==> src/rtl/s3g_tx_arb.sv <==
// Two-requester round-robin front end for the s3g_tx packet transmitter.
// Each requester owns a one-entry slot; the scheduler issues one packet at a time and tracks tx_busy.
//
// state     | meaning
// IDLE      | waiting for a full slot while the transmitter is free
// ISSUE     | one-cycle tx_packet_wr strobe for the granted slot
// WAIT_BUSY | waiting for tx_busy to rise, bounded by BUSY_TIMEOUT
// WAIT_DONE | packet in flight, waiting for tx_busy to fall
module s3g_tx_arb #(
  parameter int MAX_LEN      = 16,
  parameter int BUSY_TIMEOUT = 4
) (
  input  logic                 clk,
  input  logic                 rst,
  input  logic                 req0_wr,
  input  logic [7:0]           req0_len,
  input  logic [MAX_LEN*8-1:0] req0_buf,
  output logic                 req0_busy,
  output logic                 req0_err,
  input  logic                 req1_wr,
  input  logic [7:0]           req1_len,
  input  logic [MAX_LEN*8-1:0] req1_buf,
  output logic                 req1_busy,
  output logic                 req1_err,
  input  logic                 tx_busy,
  output logic                 tx_packet_wr,
  output logic [7:0]           tx_payload_len,
  output logic [MAX_LEN*8-1:0] tx_buf,
  output logic                 tx_src,
  output logic [7:0]           timeout_cnt
);

  localparam int BW = MAX_LEN * 8;
  localparam logic [7:0] LEN_MAX   = 8'(MAX_LEN);
  localparam logic [7:0] WAIT_LAST = 8'(BUSY_TIMEOUT - 1);

  typedef enum logic [1:0] {IDLE, ISSUE, WAIT_BUSY, WAIT_DONE} state_t;

  state_t state, state_n;

  logic [1:0]    wr_v;
  logic [7:0]    len_v    [2];
  logic [BW-1:0] buf_v    [2];
  logic [1:0]    slot_full;
  logic [1:0]    slot_err;
  logic [7:0]    slot_len [2];
  logic [BW-1:0] slot_buf [2];
  logic [1:0]    accept;
  logic [1:0]    reject;
  logic [1:0]    free_v;
  logic          last_grant;
  logic [7:0]    wait_cnt;
  logic          grant_en;
  logic          grant_sel;
  logic          free_en;
  logic          timeout_ev;
  logic          wait_clr;
  logic          wait_inc;

  assign wr_v     = {req1_wr, req0_wr};
  assign len_v[0] = req0_len;
  assign len_v[1] = req1_len;
  assign buf_v[0] = req0_buf;
  assign buf_v[1] = req1_buf;

  assign req0_busy = slot_full[0];
  assign req1_busy = slot_full[1];
  assign req0_err  = slot_err[0];
  assign req1_err  = slot_err[1];

  // Accept and free never coincide on one slot: accept needs it empty, free needs it full.
  always_comb begin
    accept = '0;
    reject = '0;
    free_v = '0;
    for (int i = 0; i < 2; i++) begin
      accept[i] = wr_v[i] && !slot_full[i] && (len_v[i] <= LEN_MAX);
      reject[i] = wr_v[i] && !accept[i];
      free_v[i] = free_en && (tx_src == 1'(i));
    end
  end

  always_ff @(posedge clk) begin
    if (!rst) begin
      slot_full <= '0;
      slot_err  <= '0;
      for (int i = 0; i < 2; i++) begin
        slot_len[i] <= '0;
        slot_buf[i] <= '0;
      end
    end else begin
      slot_err <= reject;
      for (int i = 0; i < 2; i++) begin
        if (accept[i]) begin
          slot_full[i] <= 1'b1;
          slot_len[i]  <= len_v[i];
          slot_buf[i]  <= buf_v[i];
        end else if (free_v[i]) begin
          slot_full[i] <= 1'b0;
        end
      end
    end
  end

  always_comb begin
    state_n      = state;
    grant_en     = 1'b0;
    grant_sel    = 1'b0;
    free_en      = 1'b0;
    timeout_ev   = 1'b0;
    wait_clr     = 1'b0;
    wait_inc     = 1'b0;
    tx_packet_wr = 1'b0;
    case (state)
      IDLE: begin
        if (!tx_busy && (slot_full != 2'b00)) begin
          grant_en  = 1'b1;
          grant_sel = (slot_full == 2'b11) ? !last_grant : slot_full[1];
          state_n   = ISSUE;
        end
      end
      ISSUE: begin
        tx_packet_wr = 1'b1;
        wait_clr     = 1'b1;
        state_n      = WAIT_BUSY;
      end
      WAIT_BUSY: begin
        if (tx_busy) begin
          state_n = WAIT_DONE;
        end else if (wait_cnt == WAIT_LAST) begin
          timeout_ev = 1'b1;
          free_en    = 1'b1;
          state_n    = IDLE;
        end else begin
          wait_inc = 1'b1;
        end
      end
      WAIT_DONE: begin
        if (!tx_busy) begin
          free_en = 1'b1;
          state_n = IDLE;
        end
      end
      default: state_n = IDLE;
    endcase
  end

  // last_grant resets to 1 so requester 0 wins the first tie.
  always_ff @(posedge clk) begin
    if (!rst) begin
      state          <= IDLE;
      last_grant     <= 1'b1;
      wait_cnt       <= '0;
      tx_payload_len <= '0;
      tx_buf         <= '0;
      tx_src         <= 1'b0;
      timeout_cnt    <= '0;
    end else begin
      state <= state_n;
      if (grant_en) begin
        tx_payload_len <= slot_len[grant_sel];
        tx_buf         <= slot_buf[grant_sel];
        tx_src         <= grant_sel;
      end
      if (wait_clr) begin
        wait_cnt <= '0;
      end else if (wait_inc) begin
        wait_cnt <= wait_cnt + 8'd1;
      end
      if (free_en) begin
        last_grant <= tx_src;
      end
      if (timeout_ev && (timeout_cnt != 8'hFF)) begin
        timeout_cnt <= timeout_cnt + 8'd1;
      end
    end
  end

endmodule
==> config.mk <==
export PLATFORM = sky130hd
export DESIGN_NAME = s3g_tx_arb
export DESIGN_NICKNAME = d
export VERILOG_FILES = /design/src/rtl/s3g_tx_arb.sv
export SDC_FILE = /design/constraint.sdc
export NUM_CORES = 1
export LEC_CHECK = 0
export CELL_PAD_IN_SITES_DETAIL_PLACEMENT = 1
export CELL_PAD_IN_SITES_GLOBAL_PLACEMENT = 1
export CORE_MARGIN = 10
export CORE_UTILIZATION = 30
export CTS_BUF_LIST = sky130_fd_sc_hd__clkbuf_4 sky130_fd_sc_hd__clkbuf_8
export DETAILED_ROUTE_END_ITERATION = 7
export GPL_TIMING_DRIVEN = 0
export PLACE_DENSITY = 0.73
export SLEW_MARGIN = 15
export SYNTH_ARGS = -nofsm -noshare
export SYNTH_HDL_FRONTEND = slang
export SYNTH_SLANG_ARGS = --single-unit
==> constraint.sdc <==
create_clock -name clk -period 12.5 [get_ports clk]
set_input_delay 1.25 -clock clk [delete_from_list [all_inputs] [get_ports clk]]
set_output_delay 1.25 -clock clk [all_outputs]
set_load 0.02 [all_outputs]
-- Word level (Yosys, flattened, before mapping)
Memories as Yosys holds them, arrays and structs flattened. A register that Yosys moved wholly into a read port is not among the register bits.
Cells that the tools add are included.
- $lt $le $gt $ge: 2
- multiplexer cells: 34
- bitwise gates (word level): 6
- $add $sub $neg: 2
- equality and inequality tests: 9
- reduce and logical (&&, ||, !) cells: 24
- operators by type and width (operator ; count):
    2-to-1 mux 128 bit ; 2
    2-to-1 mux 1 bit ; 24
    adder 8 x 1 -> 8 bit (second input constant) ; 2
    <= comparator 8 x 5 -> 1 bit (second input constant) ; 2
    2-to-1 mux 8 bit ; 2
    logical AND 1 bit ; 10
    equality test 8 x 2 -> 1 bit (second input constant) ; 1
    zero test 1 bit ; 8
    2-to-1 mux 2 bit ; 4
    inequality test 8 bit (second input constant) ; 1
    one-hot mux 2 bit (4 select lines) ; 1
    equality test 2 bit (second input constant) ; 3
    nonzero test 2 bit ; 3
    inequality test 2 bit (second input constant) ; 2
    OR 1 bit ; 4
    inequality test 3 bit (second input constant) ; 1
    AND reduction 3 bit ; 1
    equality test 2 x 1 -> 1 bit (second input constant) ; 1
    zero test 2 bit ; 1
    NOT 1 bit ; 2
    one-hot mux 1 bit (2 select lines) ; 1
    OR reduction 2 bit ; 1
- memories kept: 2
- input bits: 277
- output and inout bits: 150
- RAM bits: 272
- bits in registers: 24
- word-level logic and storage cells: 87
- memory list (name ; words ; width ; rd ports ; clocked after memory_dff ; wr ports ; line ; text):
    slot_buf ; 2 ; 128 ; 1 ; 1 ; 2 ; 47 ; logic [BW-1:0] slot_buf [2];
    slot_len ; 2 ; 8 ; 1 ; 1 ; 2 ; 46 ; logic [7:0] slot_len [2];

-- Longest topological paths before layout
- depth in word-level cells: 7
- mapped depth: 7
- depth with buffers taken out: 5

-- Worst setup path after synthesis
No wires, ideal clock.
- path type: input to register
- from: input req0_len[0]
- to: memory slot_buf[0][0] (netlist bit) (enable)
- path buffers: 0
- cell stages on the path: 3
- arrival time: 4.648 ns
- slack: 7.352 ns
- data required time: 12.000 ns
- setup time: 0.500 ns
- cells stage by stage: o41ai_1 -> nand4_1 -> nand2_1
- RTL lines (item ; line ; text):
    start: declaration ; 16 ; input logic [7:0] req0_len,
    end: declaration ; 47 ;

==> impl_results.md <==
- Result of the run: finished, final reports clean
- Most common cell after layout, fill and taps aside: sky130_fd_sc_hd__clkdlybuf4s50_1
- Largest family of logic cells by synthesized area: simple AND/OR/NAND/NOR gates
- Largest net degree at the start of global routing: 42
- Portion of the post-synthesis area used by sequential elements: 0.666
- Worst setup slack before clock tree synthesis: slightly above 8 ns
- Remaining DRCs: 0
- Critical-path maximum fanout: 10
- Worst Max-Slew Pin Slew: 1.10 ns
- Final hold vios: 0
- Beginning of the worst register-to-register path: slot_full[0]$_SDFFE_PN0P_
- Count of final setup violators: 0
- Worst hold path class: flip-flop to flip-flop
- Cell at the root of the clock tree: sky130_fd_sc_hd__clkbuf_8
- GRT Resource Usage Total: 0.168
- Startpoint kind of the worst setup timing path: input port
- Buffers inserted during post-CTS setup optimization: 0
- Mapped cell area: 17100 sq um
- Wire length of the first global-routing pass: 84800 um
- Yosys Warn Count: 0
- Post-Route Skew: between 0.02 and 0.03 ns
- Maximum Capacitance Violations: 0
- Drt pass-1 iters: 4
- Final total negative setup slack: 0 ns
- Switching power total: ~0.75 mW
- Setup slack of the critical path after layout: about 9.1 ns
- Core area: roughly 56000 sq um
- Violation count after the first detailed-route iteration: 460
- Final Cell Area: 24000 sq um
- Clk buf depth: 3
- # resized after CTS: 0
- Number of buffers added on ports: 426
- CTS H-tree lvls: 3
- Detail Placement HPWL: 43200 um
- Share of the cycle needed by the critical path after routing: 0.273
- Final critical delay including setup and external delays: approximately 3.4 ns
- Synthesized instance count: 1309
- Required time worst endpoint: 12.98 ns
- CTS Buf Count: 76
- Register clock-pin slew on the reported worst setup and hold paths: 0.06 ns
- Die outline height: around 260 um
- Number of buffers added to fix hold violations after cts: 0
- Worst IR Drop VDD: 0.0525 mV
- Ratio of cells with drive above 1 in the final layout: 0.103
- Chip Width: 259 um
- FF-to-FF setup slack: 9.93 ns
- Compound-cell area share of the yosys netlist: 0.0709
- Number of placed instances with taps included: 2498
- Post-Place Cell Area: 22500 sq um
- Residual overflow from global routing: 0
- Clock sink count: roughly 430
- Area share of xor/xnor cells in the synthesized design: 0.00308
- Total Nets Final: 2099
- I/O pin count: 427
- Residual antenna-violating net count after detailed routing: 0
- Clock power frac: 0.413
- Antenna violations before repair: 11
- Critical path endpoint category: flip-flop
- Clock tree from TritonCTS: done
- Final Instance Count excl. Fillers: about 2600
- Flop and latch count out of synthesis: 432
- Distinct cells, synth: 43
- Combinational cell fraction of total power: 0.083
- Final Max Slew Viols: 0
- Cell leakage power: 8.11 nW
- Worst-case headroom to the max-slew limit: 0.267
- Synth-to-layout area growth: 40.7%
- Adder-cell share of the synthesized area: 0.00147
- Mux share of post-synthesis cell area: 0.0821
- Count of standard-cell rows: 87
- Internal power of the cells: 2.45 mW
- Vias after detailed routing: 12090
- Achievable Freq: 0.293 GHz
- Post-synth ARST share: 0
- PnR Total Power: 3.20 mW
- Drt total wl: 57700 um
- Post-detailed-route wirelength per cell: 21.8 um
- Number of nets produced by synthesis: around 1600
- Launching element of the worst setup path: req0_len[0]
- Post-synthesis simple-gate area fraction: 0.150
- Unrepaired setup endpoints after global routing: no
- Routed via count divided by cell count: 4.57
- Initial core utilization: 0.303
- Clk Latency, worst-skew pair: 0.64 ns
- DIE AREA: around 67000 sq um
- Share of total power in sequential cells: 0.504
- Worst hold slack: 0.496 ns
- Worst hold start: tx_buf[110]$_SDFFE_PN0P_
- Final Wtd Congestion: 0.786
- Most used flip-flop cell after synthesis: sky130_fd_sc_hd__edfxtp_1
- Finished Core Util: 0.426
- Average size of a mapped cell: 13.0 sq um
- Category of the most critical setup path: input port to flip-flop
- Number of global-route vias before repair: about 13000
- Pwr Density: 133 nW/um^2
- Number of flops mapped to enable cells by yosys: 272
- Most frequent cells in the layout: sky130_fd_sc_hd__clkdlybuf4s50_1, sky130_fd_sc_hd__and2_1, sky130_fd_sc_hd__edfxtp_1, sky130_fd_sc_hd__dfxtp_1, sky130_fd_sc_hd__nor2_1
- Worst Path Arrival: 3.90 ns
- Switching portion of total power: 0.233
==> cell families (layout without fill, tap and decap cells) <==
kind of cell,count (synthesis),in the layout
and+or+nand+nor,468,468
DFF,432,432
AOI/OAI and AO/OA,164,164
muxes,140,140
buffers and inverters,97,672
xor gates and xnor gates,6,6
adders and majority gates,2,2
other,0,6
==> Yosys cell counts, types with 2 or more instances <==
library cell / n / area (sq um)
sky130_fd_sc_hd__o21ai_0: 4 / 20.0
sky130_fd_sc_hd__buf_4: 10 / 75.1
sky130_fd_sc_hd__a211oi_1: 137 / 1030
sky130_fd_sc_hd__nor2_1: 153 / 574
sky130_fd_sc_hd__nand2b_1: 2 / 12.5
sky130_fd_sc_hd__nand2_1: 8 / 30.0
sky130_fd_sc_hd__edfxtp_1: 272 / 8170
sky130_fd_sc_hd__nand4_1: 5 / 31.3
sky130_fd_sc_hd__and3_1: 3 / 18.8
sky130_fd_sc_hd__o31ai_1: 4 / 30.0
sky130_fd_sc_hd__or4_1: 4 / 30.0
sky130_fd_sc_hd__a21oi_1: 9 / 45.0
sky130_fd_sc_hd__nand3_1: 7 / 35.0
sky130_fd_sc_hd__nor3_1: 3 / 15.0
sky130_fd_sc_hd__ha_1: 2 / 25.0
sky130_fd_sc_hd__clkbuf_1: 52 / 195
sky130_fd_sc_hd__buf_2: 29 / 145
sky130_fd_sc_hd__buf_6: 2 / 22.5
sky130_fd_sc_hd__dfxtp_1: 160 / 3200
sky130_fd_sc_hd__mux2i_1: 140 / 1400
sky130_fd_sc_hd__and2_1: 274 / 1710
sky130_fd_sc_hd__inv_1: 3 / 11.3
sky130_fd_sc_hd__xor2_1: 5 / 43.8
sky130_fd_sc_hd__o41ai_1: 2 / 17.5
==> path summary, 6_finish.rpt <==
check                                  endpoint  cells after the start
setup / recovery  slot_buf[0][68]$_SDFFCE_PN0P_                      7
setup reg to reg        tx_buf[81]$_SDFFE_PN0P_                      5
hold / removal         tx_buf[110]$_SDFFE_PN0P_                      2
hold reg to reg        tx_buf[110]$_SDFFE_PN0P_                      2
==> power by group through the flow <==
stage | clock network [mW] | logic [mW] | registers, mW
floorplan | 0 | 0.0832 | 1.66
global placement | 0 | 0.257 | 1.65
detailed placement | 0 | 0.269 | 1.64
CTS | 1.37 | 0.270 | 1.61
global route | 1.43 | 0.286 | 1.62
finish | 1.32 | 0.265 | 1.61
==> sequential cells by signal, summed over array words and instances, names as in the netlist <==
name            flops
last_grant          1
slot_buf          256
slot_err            2
slot_full           2
slot_len           16
state               2
timeout_cnt         8
tx_buf            128
tx_payload_len      8
tx_src              1
wait_cnt            8
==> per-layer routing <==
layer,track usage,wire length (um),vias to the layer above
li1,-,-,5728
met1,0.191,23100,5922
met2,0.293,29400,332
met3,0.0458,3400,98
met4,0.0722,1790,10
met5,0,60,-
==> area by class of cell <==
cell class | instances | area, sq um
Sequential cell | 432 | 11400
Buffer | 94 | 444
Clock buffer | 119 | 1420
Inverter | 3 | 11.3
Tap cell | 756 | 946
Antenna cell | 6 | 15.0
Fill cell | 6064 | 32400
Timing Repair Buffer | 433 | 4420
Multi-Input combinational cell | 780 | 5260
Clock inverter | 23 | 121
==> worst max-delay path: stages <==
cell and delay, ns:
sky130_fd_sc_hd__clkdlybuf4s50_1 0.46, sky130_fd_sc_hd__o41ai_1 0.47, sky130_fd_sc_hd__nand4_1 0.28, sky130_fd_sc_hd__a21oi_1 0.22
sky130_fd_sc_hd__buf_2 0.45, sky130_fd_sc_hd__clkbuf_1 0.53, sky130_fd_sc_hd__and2_1 0.21
(Power assumes the default switching activity.)
